--- src/rtl/spart_pkg.sv ---
// Shared SPART definitions: receiver state encoding, default frame geometry
// and the serial bit order common to the transmitter and receiver.
package spart_pkg;

    localparam int unsigned SPART_OVERSAMPLE = 16;
    localparam int unsigned SPART_DATA_BITS  = 8;

    // Serial bit order on the line: 1 = LSB is transmitted first.
    localparam bit SPART_LSB_FIRST = 1'b1;

    typedef enum logic [2:0] {
        IDLE      = 3'd0,
        START     = 3'd1,
        DATA      = 3'd2,
        STOP      = 3'd3,
        WAIT_IDLE = 3'd4
    } rx_state_t;

endpackage

--- src/rtl/spart_sync.sv ---
// Two-flop synchronizer for the asynchronous serial line; resets to the
// idle (high) level so reset release never looks like a start bit.
module spart_sync (
    input  logic clk,
    input  logic rst,
    input  logic d,
    output logic q
);

    logic meta_q;

    // Double-register the asynchronous input.
    always_ff @(posedge clk or negedge rst) begin
        if (!rst) begin
            meta_q <= 1'b1;
            q      <= 1'b1;
        end else begin
            meta_q <= d;
            q      <= meta_q;
        end
    end

endmodule

--- src/rtl/spart_rx.sv ---
// SPART receiver: oversampled async serial receive FSM, shift register and
// host status flags (rda, sticky frame_err / overrun).
// Optional: define SPART_RX_MAJORITY_EN to decide each bit by a 2-of-3
// vote over the three ticks ending at mid-bit instead of one sample.
module spart_rx
    import spart_pkg::*;
#(
    parameter int unsigned OVERSAMPLE = SPART_OVERSAMPLE,
    parameter int unsigned DATA_BITS  = SPART_DATA_BITS
) (
    input  logic                 clk,
    input  logic                 rst,
    input  logic                 rxd,
    input  logic                 brg_en,
    input  logic                 rd_ack,
    output logic [DATA_BITS-1:0] rx_data,
    output logic                 rda,
    output logic                 frame_err,
    output logic                 overrun
);

    localparam int unsigned TW = (OVERSAMPLE > 2) ? $clog2(OVERSAMPLE) : 1;
    localparam int unsigned BW = $clog2(DATA_BITS + 1);

    // Start bit is checked half a bit in; later bits one full bit apart.
    localparam logic [TW-1:0] MID_TICK  = TW'(OVERSAMPLE / 2 - 1);
    localparam logic [TW-1:0] LAST_TICK = TW'(OVERSAMPLE - 1);
    localparam logic [BW-1:0] LAST_BIT  = BW'(DATA_BITS - 1);

    rx_state_t            state;
    logic [TW-1:0]        tick_cnt;
    logic [BW-1:0]        bit_cnt;
    logic [DATA_BITS-1:0] shift_q;
    logic                 rxs;
    logic                 bit_val_c;
    logic                 sample_c;
    logic                 complete_c;

    spart_sync u_sync (
        .clk (clk),
        .rst (rst),
        .d   (rxd),
        .q   (rxs)
    );

`ifdef SPART_RX_MAJORITY_EN
    logic [1:0] hist_q;

    // Keep the line value seen on the two previous oversample ticks.
    always_ff @(posedge clk or negedge rst) begin
        if (!rst) begin
            hist_q <= 2'b11;
        end else if (brg_en) begin
            hist_q <= {hist_q[0], rxs};
        end
    end

    // 2-of-3 vote; the current tick is the last of the three.
    assign bit_val_c = (hist_q[1] & hist_q[0]) | (hist_q[1] & rxs) | (hist_q[0] & rxs);
`else
    // Single sample at mid-bit.
    assign bit_val_c = rxs;
`endif

    // Decision tick: mid start bit in START, end of each bit period afterwards.
    assign sample_c   = brg_en && (tick_cnt == ((state == START) ? MID_TICK : LAST_TICK));
    assign complete_c = (state == STOP) && sample_c;

    // Receive FSM with tick/bit counters and shift register.
    always_ff @(posedge clk or negedge rst) begin
        if (!rst) begin
            state    <= IDLE;
            tick_cnt <= '0;
            bit_cnt  <= '0;
            shift_q  <= '0;
        end else begin
            case (state)
                IDLE: begin
                    tick_cnt <= '0;
                    if (!rxs) begin
                        state <= START;
                    end
                end
                START: begin
                    if (sample_c) begin
                        tick_cnt <= '0;
                        bit_cnt  <= '0;
                        state    <= bit_val_c ? IDLE : DATA;
                    end else if (brg_en) begin
                        tick_cnt <= tick_cnt + 1'b1;
                    end
                end
                DATA: begin
                    if (sample_c) begin
                        tick_cnt <= '0;
                        bit_cnt  <= bit_cnt + 1'b1;
                        shift_q  <= SPART_LSB_FIRST ? {bit_val_c, shift_q[DATA_BITS-1:1]}
                                                    : {shift_q[DATA_BITS-2:0], bit_val_c};
                        if (bit_cnt == LAST_BIT) begin
                            state <= STOP;
                        end
                    end else if (brg_en) begin
                        tick_cnt <= tick_cnt + 1'b1;
                    end
                end
                STOP: begin
                    if (sample_c) begin
                        tick_cnt <= '0;
                        state    <= bit_val_c ? IDLE : WAIT_IDLE;
                    end else if (brg_en) begin
                        tick_cnt <= tick_cnt + 1'b1;
                    end
                end
                WAIT_IDLE: begin
                    tick_cnt <= '0;
                    if (rxs) begin
                        state <= IDLE;
                    end
                end
                default: begin
                    state <= IDLE;
                end
            endcase
        end
    end

    // Host-visible data and flags; a completing frame beats a same-cycle read.
    always_ff @(posedge clk or negedge rst) begin
        if (!rst) begin
            rx_data   <= '0;
            rda       <= 1'b0;
            frame_err <= 1'b0;
            overrun   <= 1'b0;
        end else if (complete_c) begin
            rx_data <= shift_q;
            rda     <= 1'b1;
            if (rd_ack) begin
                frame_err <= ~bit_val_c;
                overrun   <= 1'b0;
            end else begin
                frame_err <= frame_err | ~bit_val_c;
                overrun   <= overrun | rda;
            end
        end else if (rd_ack && rda) begin
            rda       <= 1'b0;
            frame_err <= 1'b0;
            overrun   <= 1'b0;
        end
    end

endmodule

--- config.mk ---
export PLATFORM = sky130hd
export DESIGN_NAME = spart_rx
export DESIGN_NICKNAME = d
export VERILOG_FILES = /design/src/rtl/spart_pkg.sv /design/src/rtl/spart_sync.sv /design/src/rtl/spart_rx.sv
export SDC_FILE = /design/constraint.sdc
export NUM_CORES = 1
export LEC_CHECK = 0
export ABC_CLOCK_PERIOD_IN_PS = 1900
export BUFFER_PORTS_ARGS = -buffer_cell sky130_fd_sc_hd__buf_2
export CAP_MARGIN = 40
export CORE_MARGIN = 8
export CORE_UTILIZATION = 24
export CTS_BUF_LIST = sky130_fd_sc_hd__clkbuf_8
export DETAILED_ROUTE_END_ITERATION = 7
export HOLD_SLACK_MARGIN = 0.08
export PLACE_DENSITY = 0.36
export SYNTH_ARGS = -nofsm -noshare
export SYNTH_HDL_FRONTEND = slang
export SYNTH_SLANG_ARGS = --single-unit
--- constraint.sdc ---
create_clock -name clk -period 1.9 [get_ports clk]
set_input_delay 0.19 -clock clk [delete_from_list [all_inputs] [get_ports clk]]
set_output_delay 0.19 -clock clk [all_outputs]
set_load 0.01 [all_outputs]
==> flow_summary_export.csv, run 1 <==
group,metric,value,unit
synthesis,synth.top_cells.by_area,"dfrtp_1, mux2_2, dfstp_2, buf_6, ha_1",
floorplan,dieArea,9210,um^2
synthesis,ys_warn_count,0,
synthesis,ys_seq_area_frac,0.524,
synthesis,synth_simple_gate_area_frac,0.162,
synthesis,synth-compound-area-share,0.108,
floorplan,fp.coreArea,6280,um^2
setup_path,required,2060,ps
drt,routed_wl,3.11,mm
setup_path,cp-start-kind,"flop",
synthesis,synthesis.area,1530,um^2
synthesis,synth_xor_area_frac,0.00571,
synthesis,yosysTopAreaCellShare,0.489,
final_layout,fin_nets,151,
floorplan,die_h,95.9,um
global_routing,first_global_vias,1110,
sta,min_period,1730,ps
setup_path,cp-end-kind,"flop",
pwr,powerDensity,966,nW/um^2
placed_design,io_buffers,15,
synthesis,yosys.area.top_type,"dfrtp_1",
setup_path,worstPathCellList,"ha_1 > and3_4 > and3_4 > mux2_2",
sta,finalHoldViolCount,0,
cts,post_cts_resized,0,
cts,cts_setup_buffers,0,
floorplan,rows,29,
global_routing,grt_antenna_before_repair,0,
final_layout,drive_gt1_frac,0.379,
synthesis,synth.most_common_cell,"dfrtp_1",
cts,cts.path.max_buffers,2,
setup_path,crit_fanout,11,
synthesis,postSynthCellCount,124,
drt,drc,0,
global_routing,track_usage,0.0778,
cts,clk_pin_slew,70,ps
floorplan,num_io_pins,16,
sta,max_freq,579,MHz
setup_path,slowest_stage,"dfrtp_1",
pwr,combPwrFrac,0.204,
drt,firstDrtPassIters,4,
floorplan,dieWidth,95.9,um
setup_path,path_class,"flop to flop",
drt,wl_per_cell,14.0,um
cts,cts_tree,"done",
cts,cts_buffers,5,
synthesis,syn_nets,131,
setup_path,cp.arrival,1890,ps
job,drv_cap,0,
drt,via_count,1036,
final_layout,nFillCells,652,
synthesis,synth_cell_types,44,
sta,grt_setup_unrepaired,"false",
cts,root_buffer,"clkbuf_8",
global_routing,grt_max_degree,33,
sta,setup_tns,0,ps
synthesis,synth-edff-count,0,
final_layout,final-seq-area,803,um^2
synthesis,muxShareOfSynthArea,0.131,
sta,tightest_slew,741,ps
drt,vias_per_cell,4.67,
placed_design,dp_hpwl,2.19,mm
global_routing,grt_overflow,0,
pwr,p_sw,526,uW
sta,relSlewSlack,0.506,
final_layout,diodes,0,
pwr,vdd_drop_max,0.000305,V
setup_path,reg2regPathDepth,4,
setup_path,cp_common_cell,"and3_4",
drt,drt_iter0_drc,123,
cts,clk-insertion-delay-late,280,ps
sta,drv_slew,0,
cts,ctsHoldBuffers,2,
floorplan,initial_core_util,0.244,
synthesis,synth.avg_cell_area,12.4,um^2
synthesis,synth_common_cells,"dfrtp_1, mux2_2, nand2_1",
synthesis,synth_top_family_by_area,"simple AND/OR/NAND/NOR gates",
sta,fin_crit_sh,0.908,
synthesis,async_flop_share,1.00,
cts,cts_sinks,32,
synthesis,synth_fa_ha_area_frac,0.0163,
setup_path,critPathMaxStageDelay,450,ps
pwr,intPower,1.19,mW
min_path,hold_path.class,"input port to flop",
final_layout,area_growth,16.2,%
sta,setup_slack,174,ps
pwr,p_leak,0.862,nW
status,status,"finished, final reports clean",
drt,antenna_left,0,
placed_design,dp_slack,198,ps
pwr,switching_share,0.306,
cts,cts-htree-levels,2,
pwr,clkPwrFrac,0.310,
placed_design,place_congestion,0.777,
sta,final-setup-viol-count,0,
synthesis,yosys_register_bits,32,
global_routing,grt_pass1_wl,5.51,mm
final_layout,multi_input_area,648,um^2
min_path,worstHoldPathCells,2,
sta,fin_worst_skew,2.90,ps
pwr,pwr-share-seq,0.486,
synthesis,ys.flop_type,"dfrtp_1",
## logic make-up after synthesis
| logic type | after synthesis |
|---|---|
| adder cells (fa/ha/maj) | 2 |
| flip-flops | 32 |
| buffers and inverters | 12 |
| AO/OA/AOI/OAI | 22 |
| XOR/XNOR | 1 |
| AND/OR/NAND/NOR | 37 |
| multiplexers | 18 |
## placed cells by master, fill, tap and decap left out, types with 2 or more instances in the layout
cell	n
dfrtp_1	30
mux2_2	17
buf_2	15
clkbuf_8	6
nand2_1	5
inv_1	5
nand2b_1	4
nor2_1	4
o21ai_0	4
buf_4	4
nor3b_1	3
a21oi_1	3
nor2b_1	3
and3_4	2
nand3_1	2
a311oi_1	2
nor4bb_1	2
nand3b_1	2
o221ai_1	2
ha_1	2
dlygate4sd3_1	2
dfstp_2	2
## flip-flops by register name, indices dropped and copies added (netlist names)
signal / flops
frame_err: 1
rda: 1
u_sync.q: 1
overrun: 1
shift_q: 8
state: 3
u_sync.meta_q: 1
bit_cnt: 4
rx_data: 8
tick_cnt: 4
## power by group through the flow
| stage | Sequential [mW] | Combinational (mW) | Clock, mW |
|---|---|---|---|
| after global placement | 0.841 | 0.350 | 0 |
| after floorplan | 0.801 | 0.296 | 0 |
| after global routing | 0.849 | 0.407 | 0.594 |
| after CTS | 0.831 | 0.354 | 0.570 |
| final | 0.835 | 0.351 | 0.534 |
| after detailed placement | 0.845 | 0.348 | 0 |
## through the flow
stage	util	hold slack, ps	power, mW	instance area [um^2]	instances
6_report	0.284	178	1.72	1780	222
5_1_grt	0.284	194	1.85	1780	222
4_1_cts	0.284	164	1.75	1780	222
3_5_place_dp	0.266	298	1.19	1670	212
3_3_place_gp	0.266	295	1.19	1670	212
2_1_floorplan	-	-106	1.10	1530	124
## final timing paths
path | from | to | slack (ps)
setup reg to reg | tick_cnt[0] | shift_q[5] | 170
max in group asynchronous | rst | shift_q[0] | 910
setup / recovery | tick_cnt[0] | shift_q[5] | 170
hold reg to reg | u_sync.meta_q | u_sync.q | 360
min in group asynchronous | rst | rx_data[7] | 520
hold / removal | rd_ack | frame_err | 180
## metal layers
metal	global-route usage	vias up	part of all wire
met5	0	-	0
met4	0.0435	0	0.024
met3	0.0226	7	0.033
met2	0.118	23	0.45
met1	0.0971	513	0.49
li1	-	493	-
## area by class of cell
cell class,count,share of cell area
tap,77,0.0541
sequential,32,0.451
multi-input combinational,80,0.364
clock inverter,2,0.00632
clock buffer,6,0.0463
inverter,4,0.00843
timing repair buffer,21,0.0702
## worst max-delay path, delay by kind of cell (launching register included)
| kind | cells | cell delay, ps |
|---|---|---|
| AND/OR/NAND/NOR | 2 | 550 |
| adder cells (fa/ha/maj) | 1 | 270 |
| flip-flops | 1 | 450 |
| multiplexers | 1 | 350 |
(Power assumes the default switching activity.)
==> inputs of run 2 (changes only) <==
--- a/config.mk
+++ b/config.mk
@@ -12,6 +12,7 @@
 export CORE_UTILIZATION = 24
 export CTS_BUF_LIST = sky130_fd_sc_hd__clkbuf_8
 export DETAILED_ROUTE_END_ITERATION = 7
+export GPL_TIMING_DRIVEN = 0
 export HOLD_SLACK_MARGIN = 0.08
 export PLACE_DENSITY = 0.36
 export SYNTH_ARGS = -nofsm -noshare
==> constraint.sdc (replaced) <==
create_clock -name clk -period 1.9 [get_ports clk]
set_input_delay 0.19 -clock clk [delete_from_list [all_inputs] [get_ports clk]]
set_output_delay 0.19 -clock clk [all_outputs]
set_load 0.005 [all_outputs]
==> run 2 against run 1 <==
Sequential cell count unchanged; worst hold slack better by 13 ps; critical path depth up 2; wire length up 2.8%; clock power up 18%; register-to-register slack worse by 100 ps; maximum frequency down 5.5%; global-route usage up 0.39 points; non-clock buffer count up 5; cell count up 2.3%.
==> flow_summary_export.csv, run 2 (synthesis gave the netlist of run 1 again) <==
group,metric,value,unit
setup_path,r2r-end,"shift_q[7]",
sta,tightest_slew,739,ps
sta,max_freq,547,MHz
drt,drt_iter0_drc,41,
pwr,powerDensity,991,nW/um^2
placed_design,io_buffers,15,
final_layout,drive_gt1_frac,0.407,
cts,cts_sinks,32,
min_path,min-delay-start,"rd_ack",
floorplan,num_io_pins,16,
cts,root_buffer,"clkbuf_8",
floorplan,dieArea,9210,um^2
floorplan,die_h,95.9,um
global_routing,first_global_vias,1125,
global_routing,grt_antenna_before_repair,0,
sta,final-setup-viol-count,0,
sta,fin_crit_sh,0.962,
setup_path,crit_family,"flip-flops",
sta,relSlewSlack,0.507,
setup_path,worstPathCellList,"ha_2 > and3_4 > buf_6 > and3_4 > buf_6 > mux2_2",
drt,vias_per_cell,4.53,
global_routing,track_usage,0.0817,
setup_path,cp-end-kind,"flop",
placed_design,dp_slack,57.7,ps
sta,drv_slew,0,
drt,wl_per_cell,14.1,um
floorplan,rows,29,
floorplan,dieWidth,95.9,um
final_layout,area_growth,20.1,%
sta,fin_worst_skew,11.6,ps
min_path,worstHoldPathCells,2,
sta,grt_setup_unrepaired,"false",
final_layout,largestRegisters,"rx_data: 8 flops, shift_q: 8 flops",
floorplan,initial_core_util,0.244,
global_routing,grt_pass1_wl,5.77,mm
drt,antenna_left,0,
sta,setup_tns,0,ps
final_layout,final_common_cell,"dfrtp_1",
drt,firstDrtPassIters,4,
cts,clk_pin_slew,70,ps
sta,finalHoldViolCount,0,
setup_path,reg2reg_from,"tick_cnt[0]",
setup_path,cp.arrival,1980,ps
setup_path,slowest_stage,"dfrtp_1",
final_layout,final_cell_mix,"dfrtp_1, buf_2, mux2_2",
global_routing,grt_max_degree,33,
cts,cts_buffers,5,
status,status,"finished, final reports clean",
min_path,hold_path.class,"input port to flop",
drt,routed_wl,3.20,mm
final_layout,nFillCells,654,
setup_path,reg2regPathDepth,6,
final_layout,fin_nets,156,
cts,cts-htree-levels,2,
setup_path,cp-start-kind,"flop",
min_path,whs_endpoint,"overrun",
setup_path,crit_fanout,10,
setup_path,path_class,"flop to flop",
cts,cts.path.max_buffers,2,
cts,cts_tree,"done",
cts,clk-insertion-delay-late,280,ps
setup_path,required,2050,ps
job,drv_cap,0,
setup_path,crit_buf_inv,2,
final_layout,diodes,0,
placed_design,dp_hpwl,2.28,mm
sta,min_period,1830,ps
drt,via_count,1028,
setup_path,ff2ff_setup_slack,70,ps
floorplan,fp.coreArea,6280,um^2
placed_design,place_congestion,0.755,
drt,drc,0,
global_routing,grt_overflow,0,
pwr,p_leak,0.898,nW
setup_path,startpoint,"tick_cnt[0]",
pwr,vdd_drop_max,0.000485,V
sta,setup_slack,73.1,ps
setup_path,critPathMaxStageDelay,450,ps
==> run 2: metrics by stage <==
| step | utilization | power, mW | cells | hold slack, ps | instance area [um^2] |
|---|---|---|---|---|---|
| floorplan | - | 1.10 | 124 | -106 | 1530 |
| global placement | 0.272 | 1.20 | 216 | 295 | 1710 |
| detailed placement | 0.272 | 1.21 | 216 | 298 | 1710 |
| CTS | 0.292 | 1.86 | 226 | 179 | 1830 |
| global route | 0.294 | 1.95 | 227 | 205 | 1840 |
| finish | 0.294 | 1.83 | 227 | 191 | 1840 |
==> run 2: what timing repair did <==
item,4_1_cts,5_1_grt
resized for setup,0,1
endpoints found under the setup margin,0,13
hold endpoints to repair,31,0
buffers inserted,0,1
hold buffers,2,0
==> run 2: power by group <==
| part | total [mW] | leakage [nW] | internal [mW] | switching (mW) |
|---|---|---|---|---|
| logic | 0.390 | 0.420 | 0.173 | 0.217 |
| registers | 0.809 | 0.419 | 0.742 | 0.0672 |
| clock network | 0.628 | 0.0593 | 0.384 | 0.244 |
==> run 2: worst max-delay path by stage <==
stage / to / slack, ps / cells past startpoint
5_1_grt: shift_q[7] / 4 / 6
2_1_floorplan: bit_cnt[2] / 210 / 6
3_5_place_dp: shift_q[5] / 60 / 6
6_report: shift_q[7] / 70 / 6
3_3_place_gp: shift_q[5] / 70 / 6
4_1_cts: shift_q[7] / 30 / 6
==> run 2: cell type report <==
type / count / area (um^2) / share of cell area
sequential: 32 / 803 / 0.436
buffer: 8 / 67.6 / 0.0367
clock buffer: 5 / 68.8 / 0.0373
tap: 77 / 96.3 / 0.0523
timing repair buffer: 18 / 103 / 0.0557
inverter: 4 / 15.0 / 0.00815
multi-input combinational: 80 / 651 / 0.353
clock inverter: 3 / 38.8 / 0.0210
==> run 2: routing by layer <==
metal | part of all wire | track usage | routed length, um
met3 | 0.049 | 0.0351 | 156
met2 | 0.45 | 0.120 | 1430
met4 | 0.0072 | 0.0269 | 23
met5 | 0 | 0 | 0
met1 | 0.50 | 0.105 | 1590
